==> src/rtl/inst_encoder.sv <==
// inst_encoder: packs decoded RV32I fields into machine words and streams
// them into consecutive instruction-memory addresses during a load session.
// Illegal bundles are consumed without a write and raise a one-cycle err.
module inst_encoder #(
    parameter logic [31:0] BASE_ADDR   = 32'h0000_0000,
    parameter int          DEPTH_WORDS = 256
) (
    input  logic                                 clk,
    input  logic                                 rst,
    input  logic                                 start,
    input  logic                                 finish,
    input  logic                                 in_valid,
    output logic                                 in_ready,
    input  logic [6:0]                           in_opcode,
    input  logic [4:0]                           in_rd,
    input  logic [4:0]                           in_rs1,
    input  logic [4:0]                           in_rs2,
    input  logic [2:0]                           in_funct3,
    input  logic [6:0]                           in_funct7,
    input  logic [31:0]                          in_imm,
    output logic                                 mem_we,
    output logic [31:0]                          mem_addr,
    output logic [31:0]                          mem_wdata,
    output logic                                 busy,
    output logic                                 full,
    output logic                                 err,
    output logic                                 err_sticky,
    output logic [$clog2(DEPTH_WORDS+1)-1:0]     word_count
);

    localparam int CW = $clog2(DEPTH_WORDS + 1);
    localparam logic [CW-1:0] LAST_COUNT = CW'(DEPTH_WORDS - 1);

    localparam logic [6:0] OP_R    = 7'b0110011;
    localparam logic [6:0] OP_IMM  = 7'b0010011;
    localparam logic [6:0] OP_JALR = 7'b1100111;
    localparam logic [6:0] OP_S    = 7'b0100011;
    localparam logic [6:0] OP_B    = 7'b1100011;
    localparam logic [6:0] OP_LUI  = 7'b0110111;
    localparam logic [6:0] OP_JAL  = 7'b1101111;

    typedef enum logic [1:0] {
        S_IDLE,
        S_RUN,
        S_FULL
    } state_t;

    state_t      state;
    logic [31:0] next_addr;
    logic [31:0] enc_word;
    logic        enc_legal;
    logic        accept;

    // Sign-extension range tests: the bits above the field must all equal
    // the field's sign bit for the immediate to fit.
    logic fits_i;
    logic fits_b;
    logic fits_j;

    assign fits_i = (&in_imm[31:11]) | ~(|in_imm[31:11]);
    assign fits_b = (&in_imm[31:12]) | ~(|in_imm[31:12]);
    assign fits_j = (&in_imm[31:20]) | ~(|in_imm[31:20]);

    // A bundle is taken only in RUN and only when no session control is active.
    assign accept = in_valid && (state == S_RUN) && !start && !finish;

    // Pack the fields into the opcode's bit layout and decide legality.
    always_comb begin
        enc_word  = 32'h0;
        enc_legal = 1'b0;
        case (in_opcode)
            OP_R: begin
                enc_word  = {in_funct7, in_rs2, in_rs1, in_funct3, in_rd, in_opcode};
                enc_legal = 1'b1;
            end
            OP_IMM: begin
                if (in_funct3 == 3'b001 || in_funct3 == 3'b101) begin
                    enc_word  = {in_funct7, in_imm[4:0], in_rs1, in_funct3, in_rd, in_opcode};
                    enc_legal = (in_imm[31:5] == 27'd0);
                end else if (in_funct3 == 3'b011) begin
                    enc_word  = {in_imm[11:0], in_rs1, in_funct3, in_rd, in_opcode};
                    enc_legal = (in_imm[31:12] == 20'd0);
                end else begin
                    enc_word  = {in_imm[11:0], in_rs1, in_funct3, in_rd, in_opcode};
                    enc_legal = fits_i;
                end
            end
            OP_JALR: begin
                enc_word  = {in_imm[11:0], in_rs1, in_funct3, in_rd, in_opcode};
                enc_legal = fits_i;
            end
            OP_S: begin
                enc_word  = {in_imm[11:5], in_rs2, in_rs1, in_funct3, in_imm[4:0], in_opcode};
                enc_legal = fits_i;
            end
            OP_B: begin
                enc_word  = {in_imm[12], in_imm[10:5], in_rs2, in_rs1, in_funct3,
                             in_imm[4:1], in_imm[11], in_opcode};
                enc_legal = !in_imm[0] && fits_b;
            end
            OP_LUI: begin
                enc_word  = {in_imm[31:12], in_rd, in_opcode};
                enc_legal = (in_imm[11:0] == 12'd0);
            end
            OP_JAL: begin
                enc_word  = {in_imm[20], in_imm[10:1], in_imm[11], in_imm[19:12], in_rd, in_opcode};
                enc_legal = !in_imm[0] && fits_j;
            end
            default: begin
                enc_word  = 32'h0;
                enc_legal = 1'b0;
            end
        endcase
    end

    // Session FSM with registered write port, status and error outputs.
    always_ff @(posedge clk) begin
        if (rst) begin
            state      <= S_IDLE;
            next_addr  <= BASE_ADDR;
            in_ready   <= 1'b0;
            mem_we     <= 1'b0;
            mem_addr   <= 32'h0;
            mem_wdata  <= 32'h0;
            busy       <= 1'b0;
            full       <= 1'b0;
            err        <= 1'b0;
            err_sticky <= 1'b0;
            word_count <= '0;
        end else begin
            mem_we <= 1'b0;
            err    <= 1'b0;
            if (start) begin
                state      <= S_RUN;
                in_ready   <= 1'b1;
                busy       <= 1'b1;
                full       <= 1'b0;
                err_sticky <= 1'b0;
                word_count <= '0;
                next_addr  <= BASE_ADDR;
            end else if (finish) begin
                state    <= S_IDLE;
                in_ready <= 1'b0;
                busy     <= 1'b0;
            end else if (accept) begin
                if (enc_legal) begin
                    mem_we     <= 1'b1;
                    mem_addr   <= next_addr;
                    mem_wdata  <= enc_word;
                    next_addr  <= next_addr + 32'd4;
                    word_count <= word_count + CW'(1);
                    if (word_count == LAST_COUNT) begin
                        state    <= S_FULL;
                        in_ready <= 1'b0;
                        full     <= 1'b1;
                    end
                end else begin
                    err        <= 1'b1;
                    err_sticky <= 1'b1;
                end
            end
        end
    end

endmodule

==> config.mk <==
export PLATFORM = sky130hd
export DESIGN_NAME = inst_encoder
export DESIGN_NICKNAME = d
export VERILOG_FILES = /design/src/rtl/inst_encoder.sv
export SDC_FILE = /design/constraint.sdc
export NUM_CORES = 1
export LEC_CHECK = 0
export CAP_MARGIN = 10
export CORE_MARGIN = 2
export CORE_UTILIZATION = 40
export DETAILED_ROUTE_END_ITERATION = 12
export GPL_ROUTABILITY_DRIVEN = 0
export PLACE_DENSITY = 0.79
export SYNTH_ARGS = -nofsm -noshare
export SYNTH_HDL_FRONTEND = slang
export SYNTH_SLANG_ARGS = --single-unit
export TNS_END_PERCENT = 30
==> constraint.sdc <==
create_clock -name clk -period 3.05 [get_ports clk]
set_input_delay 0.61 -clock clk [delete_from_list [all_inputs] [get_ports clk]]
set_output_delay 0.61 -clock clk [all_outputs]
set_load 0.01 [all_outputs]
==> Word level (Yosys, flattened, before mapping) <==
Cells that the tools add are included.
{ "word_totals": {"ff_bits": 113, "in_bits": 69, "output_inout_bits": 79, "word_cells": 87} }
{ "classes": {"add_sub_neg": 2, "n_eq_ne": 12, "mux": 19, "bitwise_logic": 10, "n_reduce_logical": 32} }
{ "op_table": {"columns": ["operator", "count"], "rows": [
  ["$pmux W32 S7", 1],
  ["$add A32 B3 Y32 const B", 1],
  ["$mux W32", 1],
  ["$logic_not A27 Y1", 1],
  ["$eq A7 B6 Y1 const B", 3],
  ["$eq A7 B7 Y1 const B", 3],
  ["$reduce_and A21 Y1", 1],
  ["$reduce_or A21 Y1", 1],
  ["$logic_not A20 Y1", 1],
  ["$reduce_and A20 Y1", 1],
  ["$reduce_or A20 Y1", 1],
  ["$mux W1", 16],
  ["$logic_not A12 Y1", 1],
  ["$reduce_and A12 Y1", 1],
  ["$reduce_and A3 Y1", 4],
  ["$reduce_or A12 Y1", 1],
  ["$add A9 B1 Y9 const B", 1],
  ["$eq A9 B8 Y1 const B", 1],
  ["$reduce_bool A3 Y1", 3],
  ["$reduce_and A4 Y1", 2],
  ["$eq A7 B5 Y1 const B", 1],
  ["$not A1 Y1", 7],
  ["$pmux W1 S6", 1],
  ["$logic_and A1 B1 Y1", 5],
  ["other kinds (11)", 16]
]} }

==> Longest topological paths before layout <==
{ "depth": {"ltp_word": 10, "ltp_mapped": 10, "ltp_nobuf": 7} }

==> Worst setup path after synthesis <==
OpenSTA, ideal clock, no wires.
{ "synth_path": {"path_type": "input to register", "start": "input port in_imm[15]", "end": "register next_addr[23]", "setup_time_ns": 0.132, "arrival_ns": 2.618, "t_required_ns": 2.918, "setup_slack_ns": 0.300, "cell_stages": 9, "n_path_buf": 2, "cell_sequence": "or4_1 -> nor3_1 -> nand2_1 -> a311oi_2 -> o31ai_1 -> buf_2 -> buf_6 -> o41ai_1 -> a21oi_1"} }
{ "synth_between": {"elab_chain_cells": 7, "word_cells_on_any_way": 15, "classes_between": "mux (3); bitwise (4); reduce/logical (8)"} }
{ "synth_rtl": {"columns": ["item", "line_no", "source"], "rows": [
  ["start: declaration", "20", "input logic [31:0] in_imm,"],
  ["$reduce_or A21 Y1", "60", "assign fits_i = (&in_imm[31:11]) | ~(|in_imm[31:11]);"],
  ["$not A1 Y1", "60", null],
  ["$or A1 B1 Y1", "60", null],
  ["$mux W1", "80", "end else if (in_funct3 == 3'b011) begin"],
  ["$mux W1", "77", "if (in_funct3 == 3'b001 || in_funct3 == 3'b101) begin"],
  ["$pmux W1 S6 (*)", "71", "case (in_opcode)"],
  ["$reduce_and A3 Y1 (no source line) (*)", null, null],
  ["end signal: assignment", "150", "next_addr <= next_addr + 32'd4;"],
  ["end: declaration", "49", "logic [31:0] next_addr;"]
]} }
Every way passes the cells marked *; elsewhere a longest branch is shown, timed or not.
A chain may end at the register's enable or synchronous reset.

==> Final worst setup path <==
{ "layout_path": {"start": "input port in_imm[15]", "end": "register word_count[5]"} }
{ "layout_between": {"elab_chain_cells": 7, "word_cells_on_any_way": 15, "classes_between": "mux (3); bitwise (4); reduce/logical (8)"} }
{ "layout_rtl": {"columns": ["item", "line_no", "source"], "rows": [
  ["$reduce_or A21 Y1", "60", null],
  ["$not A1 Y1", "60", null],
  ["$or A1 B1 Y1", "60", null],
  ["$mux W1", "80", null],
  ["$mux W1", "77", null],
  ["$pmux W1 S6 (*)", "71", null],
  ["$reduce_and A3 Y1 (no source line) (*)", null, null],
  ["end signal: assignment", "151", "word_count <= word_count + CW'(1);"],
  ["end: declaration", "28", "output logic [$clog2(DEPTH_WORDS+1)-1:0] word_count"]
]} }
Marked as above.

==> impl_metrics.toml <==
[run_status]
status = "complete, but fails checks"
violations = "negative setup slack"

[worst_setup_path]
critical_path_class = "in2reg"
startpoint_type = "input pin"
r2r_slack_ns = 0.60
worst_setup_path_end_kind = "flip-flop"
r2r_end = "next_addr[25]"
worst-r2r-cell-count = 7
cp.buffers_inverters = 2
required_ns = 3.34
worst_path_largest_cell_delay_ns = 0.60
worstPathArrival_ns = 3.36
path_delay_family = "simple AND/OR/NAND/NOR gates"
critPathSlowestCell = "or4_4"
crit_path_start = "in_imm[15]"
timing.rr.start = "next_addr[5]"
crit_fanout = 7
cp_cell_sequence = "clkdlybuf4s50_1 -> or4_4 -> nor3_1 -> a21oi_1 -> a311oi_4 -> o31ai_4 -> buf_12 -> or4_1 -> a21oi_2"

[clock_network]
root_buffer = "clkbuf_16"
cts_buffer_depth = 2
cts_buffers = 9
tritoncts = "done"
clock-sinks = 108
clk_pin_slew_ns = 0.08
cts.hold.buffers_added = 0
cts.htree.levels = 3
clkLatencyLatePin_ns = 0.36

[sta]
rsz0062_at_grt = "yes"
min_period_ns = 3.07
drv_slew = 0
worstMarginPinSlew_ns = 0.789
whs_ns = 0.453
finClkSkew_ns = 0.0122
setup_violations = 1
period_share_pct = 101
max_freq_ghz = 0.326
layout_setup_ws_ns = -0.0178
slew-limit-headroom_pct = 47.2
finalSetupTns_ns = -0.0178
hold_viol_final = 0

[final_layout]
area_delta_synth_final_pct = 50.7
antenna_cells = 0
regArea_mm2 = 0.00216
drive_above_1_share_pct = 14.1
multi_input_area_mm2 = 0.00276
layout.nets = 885
fillers = 1041

[floorplan]
dieHeight_um = 116
dieArea_mm2 = 0.0134
rows = 40
initial_core_util_pct = 41.4
die_x_um = 116
coreArea_mm2 = 0.0121
ios = 148

[yosys]
synth_top_cell_by_area = "dfxtp_1"
synth.avg_cell_area_um2 = 8.08
ys.flop_type = "dfxtp_1"
yosys-top-cells-area = "dfxtp_1 (43%), nand2_1 (7.2%), a21oi_1 (6.7%)"
synth_cell_type_count = 60
synth_top_area_share_pct = 43.1
synth_edf_count = 0
seq_area_frac_synth_pct = 43.1
async_flop_share_pct = 0
synth.cell_area_mm2 = 0.00501
ys_ff_latch = 108
ys_warn_count = 0
netlist_instances = 621

[global_routing]
overflow = 0
grt_antenna_before_repair = 0
grt_pass1_vias = 5172
grt_usage_pct = 24.2
grt_pass1_wl_mm = 25.9
grt_start_max_net_pins = 42

[placement]
hpwlAfterDp_mm = 12.1
place_ws_ns = -0.454
port_buffers = 145

[hold_path]
worstHoldStart = "mem_addr[23]"
hold_path_class = "reg2reg"
holdPathStages = 2
min_to = "mem_addr[23]"

[power]
sequentialPowerShare_pct = 51.0
p_comb_share_pct = 8.1
power.switching_uw = 650
ir_worst_vdd_mv = 0.203
clockPowerShare_pct = 40.9
power.density_mw_per_mm2 = 367
leakage_nw = 2.51
switching_share_pct = 23.5
internal_power_mw = 2.12
finalPower_mw = 2.77

[routing]
drc = 0
routedWlPerCell_um = 17.1
initialDrtViolationCount = 457
ant_nets = 0
dr_total_vias = 5604
routed_via_density = 5.69
wl_mm = 16.8
firstDrtPassIters = 6

[flow_run]
maxCapViolations = 0
==> registers in the layout, indices dropped and copies added, names as in the netlist <==
name	flops
mem_wdata	32
full	1
next_addr	30
mem_we	1
err_sticky	1
err	1
busy	1
mem_addr	30
state	2
word_count	9
==> power groups by stage <==
stage                     Sequential, mW  Clock (mW)  Combinational [mW]
final                               1.41        1.13               0.224
after global routing                1.41        1.21               0.235
after CTS                           1.41        1.14               0.215
after global placement              1.45           0               0.207
after detailed placement            1.45           0               0.212
after floorplan                     1.45           0              0.0532
==> how the worst max path moves through the flow <==
| stage | depth (start not counted) | to |
|---|---|---|
| after floorplan | 9 | next_addr[23] |
| after global placement | 10 | mem_wdata[8] |
| after detailed placement | 10 | mem_wdata[8] |
| after CTS | 9 | next_addr[28] |
| after global routing | 11 | next_addr[23] |
| final | 9 | word_count[5] |
==> stage by stage <==
| step | instance area, um^2 | cells | utilization [%] |
|---|---|---|---|
| floorplan | 5020 | 622 | - |
| global placement | 7040 | 963 | 58.1 |
| detailed placement | 7040 | 963 | 58.1 |
| CTS | 7340 | 978 | 60.6 |
| global route | 7560 | 985 | 62.4 |
| finish | 7560 | 985 | 62.4 |
==> Yosys cell counts (3+ instances only) <==
cell and count:
a211oi_1 12, a21oi_1 67, a221oi_1 14, a22o_1 8, a22oi_1 4, a311oi_1 9, and2_1 5, and3_1 10
and4_1 4, buf_2 13, clkbuf_1 20, dfxtp_1 108, ha_1 3, inv_1 11, nand2_1 96, nand3_1 18
nand3b_1 5, nand4_1 13, nand4b_1 4, nor2_1 51, nor2b_1 3, nor3_1 29, nor4_1 5, o211ai_1 4
o21ai_0 25, o31ai_1 4, o41ai_1 4, or3_1 22, or4_1 10
==> tightest hold or removal path, cell delays in order (launching register included) <==
cell     delay, ns
dfxtp_1       0.31
nand2_1       0.05
a21oi_1       0.05
==> cell type report <==
class	instances	share of cell area (%)
clock inverter	5	0.563
sequential	108	28.6
multi-input combinational	465	36.5
tap	168	2.78
inverter	11	0.546
clock buffer	10	3.16
timing repair buffer	218	27.9
==> what timing repair did <==
action | 4_1_cts | 5_1_grt
endpoints found under the setup margin | 29 | 96
cloned | 0 | 2
buffers inserted | 0 | 5
resized for setup | 3 | 22
endpoints found under the hold margin | 0 | 0
pin swaps | 2 | 7
==> cells in the final DEF (no fill, tap or decap), drive strengths merged, types with 5 or more instances in the layout <==
master         count
and2               5
or4               10
a21oi             67
clkbuf            12
dfxtp            108
nand3             18
buf               72
inv               14
nor2              51
a311oi            10
o21ai             27
a211oi            12
or3               22
nand3b             5
nor4               6
clkdlybuf4s50    144
nor3              29
a22o               8
and3              10
nand2             96
a221oi            14
nand4             13
==> cell families after synthesis <==
family / synth area share [%]
DFF: 43.1
other: 0.0748
muxes: 0.424
and+or+nand+nor: 27.9
adders and majority gates: 0.749
AOI/OAI and AO/OA: 22.7
xor gates and xnor gates: 0.524
buffers and inverters: 4.44
==> routing by layer <==
layer | up-vias | GRT usage, % | part of all wire, % | routed length, um
li1 | 2674 | - | - | -
met1 | 2614 | 32.5 | 43 | 7250
met2 | 271 | 38.3 | 46 | 7790
met3 | 45 | 4.50 | 7.4 | 1240
met4 | 0 | 10.2 | 3.1 | 529
met5 | - | 0 | 0 | 0
Power figures use the tool's default switching activity.
